`config.mk`:
```
export PLATFORM = sky130hd
export DESIGN_NAME = mem_stage_ctrl
export DESIGN_NICKNAME = d
export VERILOG_FILES = /design/src/rtl/mem_stage_ctrl_pkg.sv /design/src/rtl/mem_stage_ctrl.sv
export SDC_FILE = /design/constraint.sdc
export NUM_CORES = 1
export LEC_CHECK = 0
export ABC_CLOCK_PERIOD_IN_PS = 1800
export CORE_MARGIN = 2
export CORE_UTILIZATION = 38
export DETAILED_ROUTE_END_ITERATION = 7
export GPL_TIMING_DRIVEN = 0
export PLACE_DENSITY = 0.85
export SETUP_SLACK_MARGIN = 0.5
export SYNTH_ARGS = -nofsm -noshare
export SYNTH_HDL_FRONTEND = slang
export SYNTH_SLANG_ARGS = --single-unit
```
`constraint.sdc`:
```
create_clock -name clk -period 1.8 [get_ports clk]
set_input_delay 0.36 -clock clk [delete_from_list [all_inputs] [get_ports clk]]
set_output_delay 0.36 -clock clk [all_outputs]
set_load 0.01 [all_outputs]
```
`src/rtl/mem_stage_ctrl_pkg.sv`:
```
// Shared pipeline definitions for the MEM-stage access controller.
package mem_stage_ctrl_pkg;

    // MEM-stage FSM: IDLE accepts a new EX/MEM slot, WAIT holds for dmem_ack.
    typedef enum logic {
        MS_IDLE = 1'b0,
        MS_WAIT = 1'b1
    } ms_state_t;

    // Default bound on WAIT cycles without an ack before the access is aborted.
    localparam int MS_ACK_TIMEOUT = 255;

    // Width of the WAIT-cycle counter; covers any ACK_TIMEOUT up to 256.
    localparam int MS_CNT_W = 8;

endpackage : mem_stage_ctrl_pkg

```
`src/rtl/mem_stage_ctrl.sv`:
```
// MEM-stage data-memory access controller and MEM/WB pipeline register.
// Issues word loads/stores over a req/ack handshake, freezes upstream with
// a combinational stall while an access is outstanding, and aborts with an
// error after ACK_TIMEOUT WAIT cycles without an ack.
module mem_stage_ctrl
    import mem_stage_ctrl_pkg::*;
#(
    parameter int ACK_TIMEOUT = MS_ACK_TIMEOUT
) (
    input  logic        clk,
    input  logic        rst,
    input  logic        in_valid,
    input  logic        in_mem_ren,
    input  logic        in_mem_wen,
    input  logic [31:0] in_pc,
    input  logic [31:0] in_alu_res,
    input  logic [31:0] in_data_rt,
    input  logic [4:0]  in_regw_addr,
    input  logic        in_wb_wen,
    output logic        stall,
    output logic        dmem_req,
    output logic        dmem_we,
    output logic [31:0] dmem_addr,
    output logic [31:0] dmem_wdata,
    input  logic        dmem_ack,
    input  logic [31:0] dmem_rdata,
    output logic        out_valid,
    output logic [31:0] out_pc,
    output logic [31:0] out_wb_data,
    output logic [4:0]  out_regw_addr,
    output logic        out_wb_wen,
    output logic        out_err
);

    // Counter value reached in the ACK_TIMEOUT-th WAIT cycle.
    localparam logic [MS_CNT_W-1:0] TIMEOUT_LAST = MS_CNT_W'(ACK_TIMEOUT - 1);
    localparam logic [MS_CNT_W-1:0] CNT_MAX      = '1;

    ms_state_t           state;
    ms_state_t           state_next;
    logic [MS_CNT_W-1:0] ack_cnt;
    logic                mem_op;
    logic                mis;
    logic                timeout_hit;
    logic                start_access;

    // Decode the EX/MEM slot, detect timeout, drive stall and pick next state.
    always_comb begin
        // NOTE: every signal gets a default at the top so no path through this
        // block leaves a value unassigned, which would infer a latch.
        state_next   = state;
        mem_op       = in_valid & (in_mem_ren | in_mem_wen);
        mis          = (in_alu_res[1:0] != 2'b00);
        start_access = 1'b0;
        timeout_hit  = 1'b0;
        stall        = 1'b0;

        case (state)
            MS_IDLE: begin
                start_access = mem_op & ~mis;
                stall        = start_access;
                if (start_access) begin
                    state_next = MS_WAIT;
                end
            end
            MS_WAIT: begin
                timeout_hit = ~dmem_ack & (ack_cnt == TIMEOUT_LAST);
                stall       = ~dmem_ack & ~timeout_hit;
                if (dmem_ack || timeout_hit) begin
                    state_next = MS_IDLE;
                end
            end
            default: begin
                state_next = MS_IDLE;
            end
        endcase
    end

    // FSM state, WAIT counter, memory request registers and MEM/WB register.
    always_ff @(posedge clk) begin
        // NOTE: sequential state uses non-blocking assignments so every
        // register samples the pre-edge values regardless of statement order.
        if (rst) begin
            state         <= MS_IDLE;
            ack_cnt       <= '0;
            dmem_req      <= 1'b0;
            dmem_we       <= 1'b0;
            dmem_addr     <= '0;
            dmem_wdata    <= '0;
            out_valid     <= 1'b0;
            out_pc        <= '0;
            out_wb_data   <= '0;
            out_regw_addr <= '0;
            out_wb_wen    <= 1'b0;
            out_err       <= 1'b0;
        end else begin
            state <= state_next;
            case (state)
                MS_IDLE: begin
                    if (start_access) begin
                        // Launch the access; store wins when both ren and wen are set.
                        dmem_req   <= 1'b1;
                        dmem_we    <= in_mem_wen;
                        dmem_addr  <= in_alu_res;
                        dmem_wdata <= in_data_rt;
                        ack_cnt    <= '0;
                        out_valid  <= 1'b0;
                        out_wb_wen <= 1'b0;
                        out_err    <= 1'b0;
                    end else if (mem_op) begin
                        // Misaligned access: retire immediately as an exception.
                        out_valid     <= 1'b1;
                        out_err       <= 1'b1;
                        out_wb_wen    <= 1'b0;
                        out_pc        <= in_pc;
                        out_regw_addr <= in_regw_addr;
                        out_wb_data   <= in_alu_res;
                    end else begin
                        out_valid     <= in_valid;
                        out_err       <= 1'b0;
                        out_wb_wen    <= in_wb_wen & in_valid;
                        out_pc        <= in_pc;
                        out_regw_addr <= in_regw_addr;
                        out_wb_data   <= in_alu_res;
                    end
                end
                MS_WAIT: begin
                    if (dmem_ack) begin
                        dmem_req      <= 1'b0;
                        out_valid     <= 1'b1;
                        out_err       <= 1'b0;
                        out_wb_wen    <= in_wb_wen;
                        out_pc        <= in_pc;
                        out_regw_addr <= in_regw_addr;
                        out_wb_data   <= dmem_we ? in_alu_res : dmem_rdata;
                    end else if (timeout_hit) begin
                        dmem_req      <= 1'b0;
                        out_valid     <= 1'b1;
                        out_err       <= 1'b1;
                        out_wb_wen    <= 1'b0;
                        out_pc        <= in_pc;
                        out_regw_addr <= in_regw_addr;
                        out_wb_data   <= in_alu_res;
                    end else begin
                        if (ack_cnt != CNT_MAX) begin
                            ack_cnt <= ack_cnt + 1'b1;
                        end
                        out_valid  <= 1'b0;
                        out_wb_wen <= 1'b0;
                        out_err    <= 1'b0;
                    end
                end
                default: begin
                    dmem_req <= 1'b0;
                end
            endcase
        end
    end

endmodule : mem_stage_ctrl

```
======== Yosys cells after proc, flatten, opt, wreduce, memory -nomap -nowiden ========
Cells that the tools add are included.
storage, ports and cells
  flip-flop bits (word level) ............. 147
  output and inout bits ................... 139
  word-level logic and storage cells ...... 78
cells by class
  add/sub/neg operators ................... 1
  eq/ne operators ......................... 8
  multiplexer cells ....................... 41
  bitwise operators ....................... 10
  reductions and logical operators ........ 6
operators with widths
  kind                   number
  $mux W32               7
  $pmux W32 S2           2
  $mux W8                4
  $mux W1                17
  $pmux W8 S2            1
  $mux W5                3
  $pmux W1 S2            6
  $pmux W5 S2            1
  $add A8 B1 Y8 const B  1
  $eq A8 B8 Y1 const B   1
  $ne A2 B2 Y1 const B   4
  $ne A8 B8 Y1 const B   1
  $reduce_and A2 Y1      3
  $and A1 B1 Y1          5
  $not A1 Y1             4
  $reduce_and A4 Y1      1
  $ne A3 B2 Y1 const B   1
  $ne A2 B1 Y1 const B   1
  $reduce_bool A2 Y1     1
  $logic_or A1 B1 Y1     1
  $or A1 B1 Y1           1

======== Longest topological paths before layout ========
  word-level depth ........................ 6
  mapped depth ............................ 8
  mapped depth without buffers ............ 6

======== Least setup slack after synthesis ========
OpenSTA, ideal clock, no wires.
  path type ............................... register to output
  start point ............................. register ack_cnt[1]
  end point ............................... output port stall
  arrival time ............................ 1.470 ns
  slack ................................... -0.030 ns
  cell stages (with the launch flop) ...... 8
  path buffers ............................ 2
  cells stage by stage .................... dfxtp_1 > ha_1 > nand4_1 > o21ai_4 > and2_1 > buf_4 > buf_4 > inv_2
between the ends
  cells in the longest elaborated chain, start to end .. 5
ends and longest elaborated chain
  element                 RTL line               RTL
  start, declared         mem_stage_ctrl.sv:41   logic [MS_CNT_W-1:0] ack_cnt;
  start signal, assigned  mem_stage_ctrl.sv:146  ack_cnt <= ack_cnt + 1'b1;
  $eq A8 B8 Y1            mem_stage_ctrl.sv:67   timeout_hit = ~dmem_ack & (ack_cnt == TIMEOUT_LAST);
  $and A1 B1 Y1           mem_stage_ctrl.sv:67
  $not A1 Y1              mem_stage_ctrl.sv:68   stall = ~dmem_ack & ~timeout_hit;
  $and A1 B1 Y1           mem_stage_ctrl.sv:68
  $pmux W1 S2             mem_stage_ctrl.sv:58   case (state)
  end, declared           mem_stage_ctrl.sv:20   output logic stall,
Every way passes these cells.

======== Final worst setup path ========
  start point ............................. register ack_cnt[0]
  end point ............................... output port stall
Same word-level chain as after synthesis.

==> flow_summary.json <==
{
  "status": "complete, but fails checks",
  "violations": "negative setup slack",
  "hold_slack_ns": 0.363,
  "postSynthAreaPerCell_sq_um": 8.94,
  "crit_fanout": 2,
  "viasPerCell": 5.14,
  "tightest_slew_ns": 0.850,
  "synth-async-reset-ratio_pct": 0,
  "cp.arrival_ns": 1.83,
  "route.antenna.remaining_nets": 0,
  "slowest_stage": "dfxtp_4",
  "max_slew_margin_pct": 43.3,
  "routabilityCongestion": 0.905,
  "drive_gt1_share_pct": 36.3,
  "routed_wl_microns": 22800,
  "nets": 1167,
  "hold_class": "in2reg",
  "rr_worst_depth": 13,
  "die_area_sq_um": 17000,
  "r2r_start": "ack_cnt[0]",
  "fin_ws_ns": -0.390,
  "htreeDepth": 4,
  "fin_crit_ns": 2.19,
  "hold_viol_final": 0,
  "dp_hpwl_microns": 14600,
  "cts-root-buf": "clkbuf_16",
  "area_delta_synth_final_pct": 75.6,
  "start_util_pct": 38.5,
  "pre_cts_ws_ns": -1.22,
  "grt_max_degree": 17,
  "cp-startpoint": "ack_cnt[0]",
  "drt_pass1_iterations": 5,
  "slew_viol_final": 0,
  "ys.flop_type": "dfxtp_1",
  "syn_nets": 821,
  "vdd_ir_drop_max_v": 0.000594,
  "fin_area_sq_um": 10700,
  "wl_per_cell_microns": 18.2,
  "ys_ff_latch": 147,
  "cts_buffers": 17,
  "rr_endpoint": "out_wb_data[31]",
  "core_sq_um": 15800,
  "maxCapViolCount": 0,
  "grt_first_pass_wirelength_microns": 31400,
  "grt_pass1_vias": 5948,
  "fmax_ghz": 0.457,
  "route.detailed.drc": 0,
  "yosys_warnings": 0,
  "p_leak_nw": 4.89,
  "dpl_cell_area_sq_um": 9250,
  "ys_types": 44,
  "ys_seq_area_share_pct": 48.5,
  "antenna_found_initial": 0,
  "path_clk_slew_ns": 0.06,
  "path_class": "reg2out",
  "drt_first_iter_violations": 345,
  "cp.required_ns": 1.44,
  "syn_area_sq_um": 6070,
  "fin_skew_ns": 0.00799,
  "portBuffers": 278,
  "rsz0062_at_grt": "true",
  "power.density_nw_per_um2": 788,
  "reg2reg_slack_ns": -0.32,
  "crit_chain": "inv_4, ha_4, nand4_1, o21ai_4, and2_4, buf_12, buf_12, inv_4, buf_6",
  "critPathLaunchType": "register",
  "dr_total_vias": 6453,
  "clk_path_buf_depth": 2,
  "setup_tns_ns": -13.03,
  "syn_inst": 679,
  "clkLatencyLatePin_ns": 0.42,
  "cts_tree": "built",
  "end_kind": "output port",
  "critPathCapture": "stall",
  "finalSetupViolations": 62,
  "synth_edf_count": 0,
  "overflow": 0,
  "die_h_microns": 130,
  "die_w_microns": 130,
  "numClockSinks": 147,
  "gr-usage-all-layers_pct": 23.8,
  "slowest_delay_ns": 0.35,
  "rows": 46,
  "period_share_pct": 122,
  "io_pins": 279
}
## layout make-up
| class | instances | area [sq um] |
|---|---|---|
| clock inverters | 11 | 100 |
| multi-input cells | 465 | 3200 |
| well taps | 216 | 270 |
| inverters | 5 | 30.0 |
| diodes | 1 | 2.50 |
| flip-flops and latches | 147 | 2970 |
| repair buffers | 327 | 3010 |
| plain buffers | 62 | 603 |
| fillers | 1203 | 5110 |
| clock buffers | 21 | 480 |
## worst min-delay path by stage
stage,end,startpoint,depth (start not counted),slack [ns]
after CTS,dmem_we,in_mem_wen,3,0.33
final,dmem_we,in_mem_wen,3,0.36
after floorplan,ack_cnt[0],ack_cnt[0],1,0.48
after detailed placement,dmem_wdata[5],dmem_wdata[5],2,0.45
after global placement,dmem_addr[8],dmem_addr[8],2,0.44
after global routing,dmem_we,in_mem_wen,3,0.36
## layer usage
layer / up-vias / share of wire (%) / routed length, microns / global-route usage [%]
met1: 3068 / 40 / 9120 / 28.0
met3: 58 / 6.1 / 1390 / 6.31
li1: 3080 / - / - / -
met2: 247 / 51 / 11500 / 42.1
met5: - / 0 / 0 / 0
met4: 0 / 3.5 / 788 / 8.64
## Yosys cell counts, drive strengths merged, types with 2 or more instances
cell	n	area [sq um]
o21ai	4	31.3
buf	33	204
a21oi	136	681
nand4	2	12.5
or3	3	18.8
nand2b	3	18.8
a31o	37	324
ha	2	25.0
dfxtp	147	2940
nor2	8	32.5
clkbuf	29	109
or2	4	25.0
nand2	171	642
o32ai	2	17.5
a211oi	35	423
o21a	2	15.0
inv	5	18.8
nand3	5	42.5
and3	5	31.3
mux2i	33	330
## per-stage QoR
step           utilization [%]  power [mW]  std cells
2_1_floorplan                -        4.06        679
3_3_place_gp              58.7        4.80       1173
6_report                  67.6        8.39       1255
4_1_cts                   66.1        8.42       1234
5_1_grt                   67.6        8.67       1254
3_5_place_dp              58.7        4.82       1173
## state kept, by name (all words and copies together), names as in the netlist
name           count
ack_cnt            8
dmem_addr         32
dmem_req           1
dmem_wdata        32
dmem_we            1
out_err            1
out_pc            32
out_regw_addr      5
out_valid          1
out_wb_data       32
out_wb_wen         1
state              1
## logic make-up after synthesis
logic type               share of synthesized area [%]
AND/OR/NAND/NOR                                   14.0
adder cells (fa/ha/maj)                          0.412
buffers and inverters                             5.46
AO/OA/AOI/OAI                                     26.2
flip-flops                                        48.5
multiplexers                                      5.44
## placed cells by master (no fill, tap or decap), types with 3 or more instances in the layout
master and instances:
a211oi_2 32, a21oi_1 107, a21oi_2 29, a31o_1 37
and3_1 4, buf_12 16, buf_16 9, buf_2 34
buf_4 26, buf_6 17, buf_8 12, clkbuf_1 8
clkbuf_16 19, clkbuf_2 95, clkbuf_4 5, clkbuf_8 5
clkdlybuf4s50_1 132, clkinv_2 3, clkinvlp_4 4, dfxtp_1 135
dfxtp_2 9, dfxtp_4 3, dlygate4sd2_1 6, dlymetal6s2s_1 24
inv_4 4, mux2i_1 31, nand2_1 145, nand2_2 4
nand2_4 22, nand3_1 3, nor2_1 4, nor2_2 3
o21ai_1 3, or2_1 3, or3_1 3
## power breakdown
group          switching [mW]  internal [mW]  total, mW
sequential             0.0821           3.41       3.49
clock                    1.46           2.05       3.51
combinational           0.630          0.755       1.38
## worst max-delay path, delay by kind of cell, from the launching register on
| kind | cells | cell delay [ns] |
|---|---|---|
| AO/OA/AOI/OAI | 1 | 0.21 |
| AND/OR/NAND/NOR | 2 | 0.34 |
| flip-flops | 1 | 0.35 |
| adder cells (fa/ha/maj) | 1 | 0.13 |
| buffers and inverters | 5 | 0.37 |
## repair_timing
action	in CTS	in global routing
resized for setup	208	331
cloned	9	2
buffers inserted	20	18
pin swaps	25	38
hold buffers	0	0
setup endpoints to repair	286	265
(Power assumes the default switching activity.)
